`src/rtl/seg_scan_pkg.sv`:
```
// Shared constants and types for the 7-segment scan receiver:
// segment patterns, digit-enable codes and the frame assembly states.
package seg_scan_pkg;

  localparam logic [6:0] SEG_0 = 7'b1111110;
  localparam logic [6:0] SEG_1 = 7'b0110000;
  localparam logic [6:0] SEG_2 = 7'b1101101;
  localparam logic [6:0] SEG_3 = 7'b1111001;
  localparam logic [6:0] SEG_4 = 7'b0110011;
  localparam logic [6:0] SEG_5 = 7'b1011011;
  localparam logic [6:0] SEG_6 = 7'b1011111;
  localparam logic [6:0] SEG_7 = 7'b1110000;
  localparam logic [6:0] SEG_8 = 7'b1111111;
  localparam logic [6:0] SEG_9 = 7'b1110011;

  localparam logic [3:0] CATH_H   = 4'b1011;
  localparam logic [3:0] CATH_T   = 4'b1101;
  localparam logic [3:0] CATH_O   = 4'b1110;
  localparam logic [3:0] CATH_OFF = 4'b1111;

  typedef enum logic [1:0] {
    WAIT_H = 2'd0,
    WAIT_T = 2'd1,
    WAIT_O = 2'd2,
    DONE   = 2'd3
  } scan_state_t;

  function automatic logic is_digit_cath(input logic [3:0] cath);
    return (cath == CATH_H) || (cath == CATH_T) || (cath == CATH_O);
  endfunction

endpackage

```
`src/rtl/seg_scan_decoder_seg7.sv`:
```
// seg7_to_bcd: maps an active-high {A..G} segment pattern back to its decimal digit.
// Anything that is not one of the ten digit glyphs (including blank) is invalid.
module seg7_to_bcd
  import seg_scan_pkg::*;
(
  input  logic [6:0] seg,
  output logic       valid,
  output logic [3:0] bcd
);

  // Glyph lookup
  always_comb begin
    valid = 1'b1;
    bcd   = 4'd0;
    case (seg)
      SEG_0:   bcd = 4'd0;
      SEG_1:   bcd = 4'd1;
      SEG_2:   bcd = 4'd2;
      SEG_3:   bcd = 4'd3;
      SEG_4:   bcd = 4'd4;
      SEG_5:   bcd = 4'd5;
      SEG_6:   bcd = 4'd6;
      SEG_7:   bcd = 4'd7;
      SEG_8:   bcd = 4'd8;
      SEG_9:   bcd = 4'd9;
      default: begin
        valid = 1'b0;
        bcd   = 4'd0;
      end
    endcase
  end

endmodule

```
`src/rtl/seg_scan_decoder.sv`:
```
// Receive side of the multiplexed 3-digit display: synchronizes the pins, waits for each
// digit to dwell long enough, reassembles hundreds/tens/ones and recovers the 8-bit value.
module seg_scan_decoder
  import seg_scan_pkg::*;
#(
  parameter int STABLE_CYCLES = 4,
  parameter int SYNC_STAGES   = 2
) (
  input  logic       clk,
  input  logic       reset,
  input  logic [6:0] seg_in,
  input  logic [3:0] cathode_in,
  output logic [7:0] value_out,
  output logic       value_valid,
  output logic       frame_err
);

  localparam int CW = $clog2(STABLE_CYCLES + 3);
  localparam logic [CW-1:0] STABLE_W = CW'(STABLE_CYCLES);

  logic [3:0]    cath_sync_r [SYNC_STAGES];
  logic [6:0]    seg_sync_r  [SYNC_STAGES];
  logic [3:0]    cath_s;
  logic [6:0]    seg_s;
  logic [10:0]   prev_r;
  logic          same_s;
  logic [CW-1:0] cnt_r;
  logic [CW-1:0] run_s;
  logic          capture_s;
  logic          seg_valid_s;
  logic [3:0]    seg_bcd_s;
  logic [9:0]    sum_s;

  scan_state_t state_r, state_nxt;
  logic [3:0]  h_r, h_nxt;
  logic [3:0]  t_r, t_nxt;
  logic [7:0]  value_nxt;
  logic        valid_nxt;
  logic        err_nxt;

  // Pin synchronizers; reset value looks like "no digit, blank"
  always_ff @(posedge clk or posedge reset) begin
    if (reset) begin
      for (int i = 0; i < SYNC_STAGES; i++) begin
        cath_sync_r[i] <= CATH_OFF;
        seg_sync_r[i]  <= 7'd0;
      end
    end else begin
      cath_sync_r[0] <= cathode_in;
      seg_sync_r[0]  <= seg_in;
      for (int i = 1; i < SYNC_STAGES; i++) begin
        cath_sync_r[i] <= cath_sync_r[i-1];
        seg_sync_r[i]  <= seg_sync_r[i-1];
      end
    end
  end

  assign cath_s = cath_sync_r[SYNC_STAGES-1];
  assign seg_s  = seg_sync_r[SYNC_STAGES-1];
  assign same_s = ({cath_s, seg_s} == prev_r);

  // Previous sample and saturating stability count
  always_ff @(posedge clk or posedge reset) begin
    if (reset) begin
      prev_r <= {CATH_OFF, 7'd0};
      cnt_r  <= '0;
    end else begin
      prev_r <= {cath_s, seg_s};
      if (!same_s) begin
        cnt_r <= '0;
      end else if (cnt_r < STABLE_W) begin
        cnt_r <= cnt_r + CW'(1);
      end else begin
        cnt_r <= cnt_r;
      end
    end
  end

  // run_s is the length of the current run of identical samples, this one included
  always_comb begin
    if (same_s) begin
      run_s = cnt_r + CW'(2);
    end else begin
      run_s = CW'(1);
    end
  end

  assign capture_s = is_digit_cath(cath_s) && (run_s == STABLE_W);

  seg7_to_bcd u_seg7 (
    .seg   (seg_s),
    .valid (seg_valid_s),
    .bcd   (seg_bcd_s)
  );

  // h*100 + t*10 + o with the ones digit taken straight from the live capture
  always_comb begin
    sum_s = (10'(h_r) << 6) + (10'(h_r) << 5) + (10'(h_r) << 2)
          + (10'(t_r) << 3) + (10'(t_r) << 1) + 10'(seg_bcd_s);
  end

  // Frame assembly next-state and next-output logic
  always_comb begin
    state_nxt = state_r;
    h_nxt     = h_r;
    t_nxt     = t_r;
    value_nxt = value_out;
    valid_nxt = 1'b0;
    err_nxt   = 1'b0;
    case (state_r)
      WAIT_H: begin
        if (capture_s && (cath_s == CATH_H)) begin
          if (seg_valid_s) begin
            h_nxt     = seg_bcd_s;
            state_nxt = WAIT_T;
          end else begin
            err_nxt   = 1'b1;
            state_nxt = WAIT_H;
          end
        end else begin
          state_nxt = WAIT_H;
        end
      end
      WAIT_T, WAIT_O: begin
        if (!capture_s) begin
          state_nxt = state_r;
        end else if (!seg_valid_s) begin
          err_nxt   = 1'b1;
          state_nxt = WAIT_H;
        end else if ((state_r == WAIT_T) && (cath_s == CATH_T)) begin
          t_nxt     = seg_bcd_s;
          state_nxt = WAIT_O;
        end else if ((state_r == WAIT_O) && (cath_s == CATH_O)) begin
          state_nxt = DONE;
          if (sum_s <= 10'd255) begin
            value_nxt = sum_s[7:0];
            valid_nxt = 1'b1;
          end else begin
            err_nxt   = 1'b1;
          end
        end else if (cath_s == CATH_H) begin
          err_nxt   = 1'b1;
          h_nxt     = seg_bcd_s;
          state_nxt = WAIT_T;
        end else begin
          err_nxt   = 1'b1;
          state_nxt = WAIT_H;
        end
      end
      DONE: begin
        state_nxt = WAIT_H;
      end
      default: begin
        state_nxt = WAIT_H;
      end
    endcase
  end

  // State, digit holding registers and registered outputs
  always_ff @(posedge clk or posedge reset) begin
    if (reset) begin
      state_r     <= WAIT_H;
      h_r         <= 4'd0;
      t_r         <= 4'd0;
      value_out   <= 8'd0;
      value_valid <= 1'b0;
      frame_err   <= 1'b0;
    end else begin
      state_r     <= state_nxt;
      h_r         <= h_nxt;
      t_r         <= t_nxt;
      value_out   <= value_nxt;
      value_valid <= valid_nxt;
      frame_err   <= err_nxt;
    end
  end

endmodule

```
`config.mk`:
```
export PLATFORM = sky130hd
export DESIGN_NAME = seg_scan_decoder
export DESIGN_NICKNAME = d
export VERILOG_FILES = /design/src/rtl/seg_scan_pkg.sv /design/src/rtl/seg_scan_decoder_seg7.sv /design/src/rtl/seg_scan_decoder.sv
export SDC_FILE = /design/constraint.sdc
export NUM_CORES = 1
export LEC_CHECK = 0
export CORE_MARGIN = 2
export CORE_UTILIZATION = 34
export DETAILED_ROUTE_END_ITERATION = 10
export HOLD_SLACK_MARGIN = 0.1
export PLACE_DENSITY = 0.48
export SLEW_MARGIN = 5
export SYNTH_ARGS = -nofsm -noshare
export SYNTH_HDL_FRONTEND = slang
export SYNTH_SLANG_ARGS = --single-unit
```
`constraint.sdc`:
```
create_clock -name clk -period 5.8 [get_ports clk]
set_input_delay 1.16 -clock clk [delete_from_list [all_inputs] [get_ports clk]]
set_output_delay 1.16 -clock clk [all_outputs]
set_load 0.005 [all_outputs]
```
After elaboration in Yosys (flattened, before gate mapping) --
Cells that the tools add are included.
Storage, ports and cells: logic and storage cells 96, input port bits 13, memories kept 0, register bits after elaboration 56, output and inout port bits 10, memory bits (read-only) 0, RAM bits 0, latch bits 0
Cells by class: shift operators 0, magnitude comparators 2, muxes and demuxes 35, reduce and logical (&&, ||, !) cells 13, $mul 0, divide/modulo/power cells 0, equal/unequal tests 26, add/subtract/negate cells 7, bitwise gates (word level) 1
Operators by type and width (count):
- 7-bit equality test, second input constant | 8
- 4-bit case mux with 9 select lines | 1
- 4-bit two-way mux | 7
- 1-bit two-way mux | 16
- 7-bit by 6-bit equality test with 1-bit output, second input constant | 2
- 2-bit != test, second input constant | 7
- 4-bit equality test, second input constant | 3
- 11-bit equality test | 1
- 10-bit by 4-bit adder with 10-bit output | 1
- 10-bit by 5-bit adder with 10-bit output | 1
- 10-bit by 6-bit adder with 10-bit output | 1
- 10-bit by 7-bit adder with 10-bit output | 1
- 10-bit by 9-bit adder with 10-bit output | 1
- 10-bit by 8-bit less-or-equal comparator with 1-bit output, second input constant | 1
- 2-bit two-way mux | 5
- 10-bit OR reduction | 1
- 3-bit two-way mux | 3
- 4-bit case mux with 2 select lines | 1
- 8-bit AND reduction | 1
- 2-bit case mux with 3 select lines | 1
- 6-bit AND reduction | 1
- 2-bit equality test, second input constant | 2
- 1-bit logical AND | 4
- 4-bit AND reduction | 1
- other kinds (12) | 13

Depth between registers and ports, before layout --
Gate-level depths: netlist of run 1.
depth in word-level cells 12, mapped depth 15, depth with buffers taken out 14

Cells and area by module --
A second synthesis of run 1 with hierarchy kept.
Second synthesis, totals: cell total of the unflattened synthesis 236, area, all modules 2889.0 µm²
By module, submodules not included:
- seg_scan_decoder | cells each 203, seq. area each 1416.4 µm², instances 1, area each 2691.3 µm²
- seg7_to_bcd | cells each 33, seq. area each 0.0 µm², instances 1, area each 197.7 µm²

Least setup slack after synthesis of run 1 --
No wires, ideal clock.
path kind register to register, start register seg_sync_r (netlist bit seg_s[2]), end register value_out[0], setup time 0.125 ns, arrival 4.135 ns, period minus slack after synthesis 4.259 ns, buffers on the path 1, slack 1.541 ns, stages on the path, launching flop included 16, required time 5.675 ns, cell sequence dfrtp_1 > buf_4 > xor2_1 > nor3_1 > inv_1 > fa_1 > inv_1 > fa_1 > ha_1 > fa_1 > a211oi_1 > o21bai_1 > a211oi_1 > o221ai_2 > nor3b_4 > mux2_2
Between the ends: word-level cells in the longest chain between the ends 5, elaborated cells on any way between the ends 20, those cells by class add/sub: 1; order compare: 1; eq/ne: 12; mux: 3; reduce/logical: 3
Ends and longest elaborated chain:
- from (decl) | line seg_scan_decoder.sv:22 | logic [6:0] seg_sync_r [SYNC_STAGES];
- from (signal, indexed assignment) | line seg_scan_decoder.sv:53 | seg_sync_r[i] <= seg_sync_r[i-1];
- 7-bit equality test, or another cell as far along | line seg_scan_decoder_seg7.sv:15 | case (seg)
- 4-bit case mux with 9 select lines or 3-bit two-way mux (tied branches) | line seg_scan_decoder_seg7.sv:15, seg_scan_decoder.sv:81
- 10-bit by 4-bit adder with 10-bit output or 3-bit equality test (tied branches) | line seg_scan_decoder.sv:99, seg_scan_decoder.sv:88
- 10-bit by 8-bit less-or-equal comparator with 1-bit output or 1-bit logical AND (tied branches) | line seg_scan_decoder.sv:135, seg_scan_decoder.sv:88
- 6-bit AND reduction (no line)
- to (signal assigned) | line seg_scan_decoder.sv:172 | value_out <= value_nxt;
- to (decl) | line seg_scan_decoder.sv:13 | output logic [7:0] value_out,
Several ways; a longest one is shown, not always the timed one. A chain may end at the register's enable or synchronous reset.

Final worst setup path of run 1 --
start register seg_sync_r (netlist bit seg_s[1]), end register value_out[6]
Same word-level chain as after synthesis.

==> metrics.md, run 1 <==
| Metric | Value |
|---|---|
| RSZ-0062 raised after global routing | no |
| CTS tree | yes |
| Netlist cell types | 49 |
| Synth Flop Type | dfrtp_1 |
| Metal1 wirelength | 2610 microns |
| Pwr dens | 211 nW/um^2 |
| Aggregate global routing overflow | 0 |
| Post-Syn Area per Cell | 12.5 sq um |
| Area leader, netlist | dfrtp_1 |
| Crit path buf inv count | 2 |
| Fraction of layout cells with a size suffix above 1 | 0.174 |
| Num CTS Buffers | 5 |
| Area of the die | 9270 sq um |
| Post-synth EDFFs | 0 |
| CP delay by family, top | adder cells |
| Largest net degree at the start of global routing | 57 |
| Comb power frac | 0.048 |
| Pre-antenna DRT Iters | 4 |
| Dpl hpwl | 3710 microns |
| Internal | 0.535 mW |
| Crit end category | flip-flop |
| GRT Overall Usage | 0.123 |
| Total negative slack | 0 ps |
| Initial Utilization | 0.352 |
| # setup viols final | 0 |
| Slowest stage cell, crit path | fa_1 |
| Critical path depth | 14 |
| Commonest non-fill, non-tap cell in the layout | dfrtp_1 |
| Net Sw Frac | 0.233 |
| Hold WC Path Type | reg2reg |
| Sequential fraction of design power | 0.599 |
| Worst slack, placed | between 900 and 1000 ps |
| Met3 WL | 133 microns |
| Core area | 8220 sq um |
| Root Driver | clkbuf_8 |
| Post-route cell area | 3310 sq um |
| Via count | 1774 |
| Final Max Slew Viols | 0 |
| Yosys warnings | 0 |
| Worst IR drop on VDD | between 0.1 and 0.15 mV |
| GPL Wtd Cong | approximately 0.8 |
| Crit path cell chain | nand3_1, nor3_1, inv_1, fa_1, inv_1, fa_1, ha_1, fa_1, a211oi_1, o21bai_1, a211oi_1, o221ai_2, nor3b_4, mux2_2 |
| Top sig layer | met4 |
| CP most frequent cell | fa_1 |
| Max incr delay on CP | between 500 and 600 ps |
| Final hold viol count | 0 |
| Critical Path Start Type | flip-flop |
| H-Tree Depth | 2 |
| Post-Place Cell Area | 3200 sq um |
| WL/cell | 14.0 microns |
| Port buffer count | 22 |
| Detail Route Antenna Nets | 0 |
| Initial DRC Count | 76 |
| Worst Clk Skew | 7.79 ps |
| Status | completed |
| Reg2Reg Depth | 14 |
| Worst skew pair latency | between 300 and 400 ps |
| Sequential-to-total area share from yosys stat | 0.489 |
| Rel. slew slack | 0.531 |
| Clock Path Buffers | 2 |
| Initial antenna violation count | 0 |
| Routed WL | approximately 5100 microns |
| Number of vias per cell | slightly below 5 |
| Setup ws final | 1020 ps |
| Yosys top cell area share | 0.380 |
| Hold Path Depth | 0 |
| Critical path peak fanout | 9 |
| Die H | 96.3 microns |
| CTS hold repair buffers | 0 |
| Die width | 96.3 microns |
| # clock sinks | 56 |
| Ys async rst share | 1.00 |
| Area grow syn2layout | 14.3% |
| Fin crit period | 4780 ps |
| Setup repair bufs after CTS | 0 |
| WHS | roughly 360 ps |
| Post-synthesis cell area | 2890 sq um |
| Crit path arrival time | 4980 ps |
| Fin nets | 297 |
| I/O pins | 23 |
| Mapped Cells | 232 |
| FP Rows | 33 |
| Clock Power Share | 0.353 |
| Tightest Pin Transition | 704 ps |
| Number of remaining DRC errors | 0 |
| Clock transition at path regs | around 110 ps |
| Resized cells post-CTS | 0 |
| # Max-Cap Violations | 0 |
| WP data required | roughly 6000 ps |
| ANT cells | 0 |
| Setup CP Type | reg2reg |
| Yosys reg bits | 56 |
| First-pass GRT wire length | 8740 microns |
| Fmax | 209 MHz |
| Met2 wire len | 2280 microns |
| Net switching power | 0.163 mW |
| Part of the cycle the worst path needs | 0.824 |
| Top cells by area, synth | dfrtp_1 38%, dfstp_2 11%, ha_1 8.6% |
| Most frequent cells in the layout | 44 x dfrtp_1, 22 x clkdlybuf4s50_1, 20 x ha_1, 16 x xor2_1, 16 x mux2_2 |
| P_leak | ~1.5 nW |
| Number of global-route vias before repair | approximately 1700 |
| Synthesized Nets | 272 |
-- worst register-to-register path, cell delays in order, from the launching register on --
cell,delay [ps]
dfrtp_1,500
nand3_1,240
nor3_1,380
inv_1,110
fa_1,520
inv_1,50
fa_1,450
ha_1,250
fa_1,440
a211oi_1,230
o21bai_1,110
a211oi_1,360
o221ai_2,180
nor3b_4,460
mux2_2,400
-- path summary, 6_finish.rpt --
path / from / end / slack (ps)
max: seg_s[1]$_DFF_PP0_ / value_out[6]$_DFFE_PP0P_ / 1020
min: seg_sync_r[7]$_DFF_PP0_ / seg_s[0]$_DFF_PP0_ / 360
max reg2reg: seg_s[1]$_DFF_PP0_ / value_out[6]$_DFFE_PP0P_ / 1020
min reg2reg: seg_sync_r[7]$_DFF_PP0_ / seg_s[0]$_DFF_PP0_ / 360
max in group asynchronous: reset / state_r[0]$_DFFE_PP0N_ / 3990
min in group asynchronous: reset / h_r[0]$_DFFE_PP0P_ / 1360
-- flip-flops by register name, summed over array words and instances, names as in the netlist --
register and count:
cath_s 4, cath_sync_r 4, cnt_r 3, frame_err 1
h_r 4, prev_r 11, seg_s 7, seg_sync_r 7
state_r 2, t_r 4, value_out 8, value_valid 1
-- synth_stat cells, types with 2 or more instances --
library cell / count
dfrtp_1: 44
ha_1: 20
inv_1: 16
mux2_2: 16
xor2_1: 16
dfstp_2: 12
nor2_1: 10
nand2_1: 8
fa_1: 7
a21oi_1: 6
o21ai_0: 6
nand3_1: 5
a211oi_1: 4
nor3_1: 4
nor4_1: 4
xnor2_1: 4
a2111oi_0: 3
a31oi_1: 3
nand3b_1: 3
nor3b_1: 3
a21o_1: 2
buf_4: 2
buf_6: 2
mux2i_1: 2
nand4b_1: 2
nor4b_1: 2
o22ai_1: 2
o31ai_1: 2
or3_1: 2
-- final cells by class --
class | instances | area [sq um]
timing repair buffer | 23 | 228
tap | 105 | 131
multi-input combinational | 155 | 1370
clock buffer | 7 | 97.6
inverter | 16 | 60.1
sequential | 56 | 1420
fill | 774 | 4910
clock inverter | 1 | 8.76
-- layer usage --
metal,vias to the layer above,track usage
li1,874,-
met1,872,0.178
met2,24,0.186
met3,4,0.0258
met4,0,0.0321
met5,-,0
-- power groups by stage --
stage / logic, mW / clock network (mW) / registers (mW)
floorplan: 0.0271 / 0 / 0.419
global placement: 0.0346 / 0 / 0.426
detailed placement: 0.0346 / 0 / 0.426
CTS: 0.0348 / 0.258 / 0.419
global route: 0.0382 / 0.274 / 0.420
finish: 0.0335 / 0.246 / 0.418
-- kinds of logic after synthesis --
family | count (synthesis) | share of synthesized area
AND/OR/NAND/NOR | 55 | 0.124
adder cells (fa/ha/maj) | 27 | 0.135
AO/OA/AOI/OAI | 35 | 0.0839
flip-flops | 56 | 0.489
multiplexers | 18 | 0.0692
buffers and inverters | 21 | 0.0385
XOR/XNOR | 20 | 0.0605
-- per-stage QoR --
stage	power, mW	util	cells
4_1_cts	0.711	0.403	363
2_1_floorplan	0.446	-	232
5_1_grt	0.733	0.403	363
3_5_place_dp	0.461	0.390	355
6_report	0.698	0.403	363
3_3_place_gp	0.460	0.390	355
Note: power is estimated with default switching activity, not from simulation.
==> run 2: changes to the inputs <==
- PLACE_DENSITY: 0.48 -> 0.5
- clock period: 5.8 -> 3.8 ns (I/O delays scaled with it)
==> run 2 against run 1 <==
  * The run now ends with setup timing left
  * Sequential cell count did not move
  * Die area did not move
  * Register-to-register slack got worse by 1100 ps
  * Maximum frequency rose by 23%
  * Sequential share of layout area fell by 3.9 points
  * Setup slack got worse by 1100 ps
  * Utilization rose by 4.1 points
  * Clock power rose by 57%
  * Via count rose by 9.4%
  * Hold slack got worse by 1.1 ps
  * Critical path type unchanged
  * Critical endpoint is now value_out[0]$_DFFE_PP0P_
==> metrics.md, run 2 (synthesized netlist as in run 1, its figures left out) <==
| Metric | Value |
|---|---|
| ANT cells | 0 |
| Tightest Pin Transition | 693 ps |
| Pre-antenna DRT Iters | 4 |
| Fraction of layout cells with a size suffix above 1 | 0.323 |
| Clock Path Buffers | 2 |
| Worst skew pair latency | 310 ps |
| Clock transition at path regs | about 100 ps |
| GRT Overall Usage | 0.137 |
| Setup ws final | -91.2 ps |
| Die H | 96.3 microns |
| I/O pins | 23 |
| Core area | 8220 sq um |
| # clock sinks | 56 |
| Net Sw Frac | 0.220 |
| Port buffer count | 22 |
| Critical path peak fanout | 8 |
| Clock Power Share | 0.353 |
| Hold WC Path Type | reg2reg |
| Number of fill cells | 776 |
| WP data required | 4010 ps |
| Reg2Reg Depth | 15 |
| # setup viols final | 8 |
| Dpl cells | 380 |
| Initial antenna violation count | 0 |
| Post-route cell area | 3640 sq um |
| Number of global-route vias before repair | ~2000 |
| Critical Path Start Type | flip-flop |
| Crit end category | flip-flop |
| Dpl hpwl | 4190 microns |
| Commonest non-fill, non-tap cell in the layout | dfrtp_1 |
| WL/cell | 14.4 microns |
| Via count | 1940 |
| Rel. slew slack | 0.538 |
| Area grow syn2layout | 25.9% |
| CTS tree | yes |
| Total negative slack | -676 ps |
| Layout Cells excl Fill | 393 |
| P_leak | 1.64 nW |
| FP Rows | 33 |
| Fmax | 257 MHz |
| Status | finished with violations |
| Root Driver | clkbuf_8 |
| Post-Place Cell Area | 3440 sq um |
| Num CTS Buffers | 5 |
| Final hold viol count | 0 |
| Part of the cycle the worst path needs | 1.02 |
| Detail Route Antenna Nets | 0 |
| Internal | 0.853 mW |
| Max reg flops | 11 |
| Fin nets | 327 |
| Largest Register | prev_r |
| Number of remaining DRC errors | 0 |
| Sequential fraction of design power | 0.578 |
| Pwr dens | roughly 300 nW/um^2 |
| Worst IR drop on VDD | 0.206 mV |
| Number of vias per cell | 4.94 |
| Fin crit period | approximately 3900 ps |
| Violations in the final reports | setup timing |
| Initial DRC Count | 46 |
| Worst Clk Skew | approximately 12 ps |
| Most frequent cells in the layout | 42 x dfrtp_1, 29 x buf_4, 22 x clkdlybuf4s50_1, 19 x ha_1, 16 x xor2_1 |
| First-pass GRT wire length | ~9600 microns |
| CTS hold repair buffers | 0 |
| Die width | 96.3 microns |
| Crit path arrival time | 4100 ps |
| H-Tree Depth | 2 |
| # Max-Cap Violations | 0 |
| Comb power frac | 0.069 |
| Setup CP Type | reg2reg |
| RSZ-0062 raised after global routing | yes |
| Largest net degree at the start of global routing | 57 |
| Aggregate global routing overflow | 0 |
| Area of the die | 9270 sq um |
| Initial Utilization | 0.352 |
| Hold Path Depth | 0 |
| Net switching power | about 0.24 mW |
| GPL Wtd Cong | just under 0.9 |
| Top flop regs | prev_r (11), value_out (8) |
| Routed WL | about 5600 microns |
| Final Max Slew Viols | 0 |
-- run 2: cell types whose count changed in the layout (fill, tap and decap cells not counted), moves of 2 or more --
cell	change
dfrtp_2	+2
buf_12	+2
fa_2	+3
fa_1	-3
nor4b_2	+2
a211oi_1	-3
nor4b_1	-2
dfrtp_1	-2
buf_4	+28
a211oi_2	+3
-- run 2: worst max-delay path: stages, from the launching register on --
cell and delay (ps):
dfrtp_1 440, nand3_2 110, nor3_2 220, inv_1 70, fa_1 500, inv_2 50
fa_2 430, ha_4 190, fa_2 380, a211oi_2 180, o21bai_1 100, a211oi_2 250
o221ai_2 160, nor3b_4 230, buf_12 150, mux2_2 320
-- run 2: final cells by class --
type | instances | area, sq um | area share
clock buffers | 6 | 72.6 | 0.0199
clock inverters | 2 | 35.0 | 0.00962
inverters | 16 | 60.1 | 0.0165
multi-input cells | 155 | 1450 | 0.397
flip-flops and latches | 56 | 1420 | 0.390
well taps | 105 | 131 | 0.0361
repair buffers | 53 | 478 | 0.131
-- run 2: per-stage QoR --
step	util	worst slack [ps]	hold slack (ps)	total power [mW]
3_3_place_gp	0.419	-213	334	0.715
3_5_place_dp	0.419	-295	336	0.716
5_1_grt	0.443	-317	364	1.15
2_1_floorplan	-	-145	331	0.682
6_report	0.443	-91.2	355	1.09
4_1_cts	0.439	-189	359	1.11
-- run 2: worst paths after layout --
path | startpoint | end | slack [ps]
worst max-delay path | seg_s[0]$_DFF_PP0_ | value_out[0]$_DFFE_PP0P_ | -90
worst min-delay path | seg_sync_r[10]$_DFF_PP0_ | seg_s[3]$_DFF_PP0_ | 360
worst max register to register | seg_s[0]$_DFF_PP0_ | value_out[0]$_DFFE_PP0P_ | -90
worst min register to register | seg_sync_r[10]$_DFF_PP0_ | seg_s[3]$_DFF_PP0_ | 360
max in group asynchronous | reset | seg_s[3]$_DFF_PP0_ | 2350
min in group asynchronous | reset | prev_r[4]$_DFF_PP0_ | 960
-- run 2: power by group through the flow --
stage,clock [mW],combinational (mW),sequential [mW]
finish,0.387,0.0752,0.632
global route,0.426,0.0855,0.635
global placement,0,0.0723,0.643
detailed placement,0,0.0729,0.643
floorplan,0,0.0423,0.640
CTS,0.404,0.0771,0.632
-- run 2: what timing repair did --
action / CTS / global route
setup buffers: 4 / 1
endpoints found under the setup margin: 9 / 10
gates cloned: 0 / 0
pin swaps: 12 / 6
gates resized for setup: 7 / 5
endpoints found under the hold margin: 0 / 0
-- run 2: per-layer routing --
layer | track usage | part of all wire
met5 | 0 | 0
met1 | 0.183 | 0.47
met2 | 0.225 | 0.49
met4 | 0.0452 | 0.019
met3 | 0.0258 | 0.025
==> run 3: changes to the inputs <==
- HOLD_SLACK_MARGIN: 0.1 -> 0.15
==> results of run 3 <==
No change in the layout: final DEF, timing and power equal those of run 2.
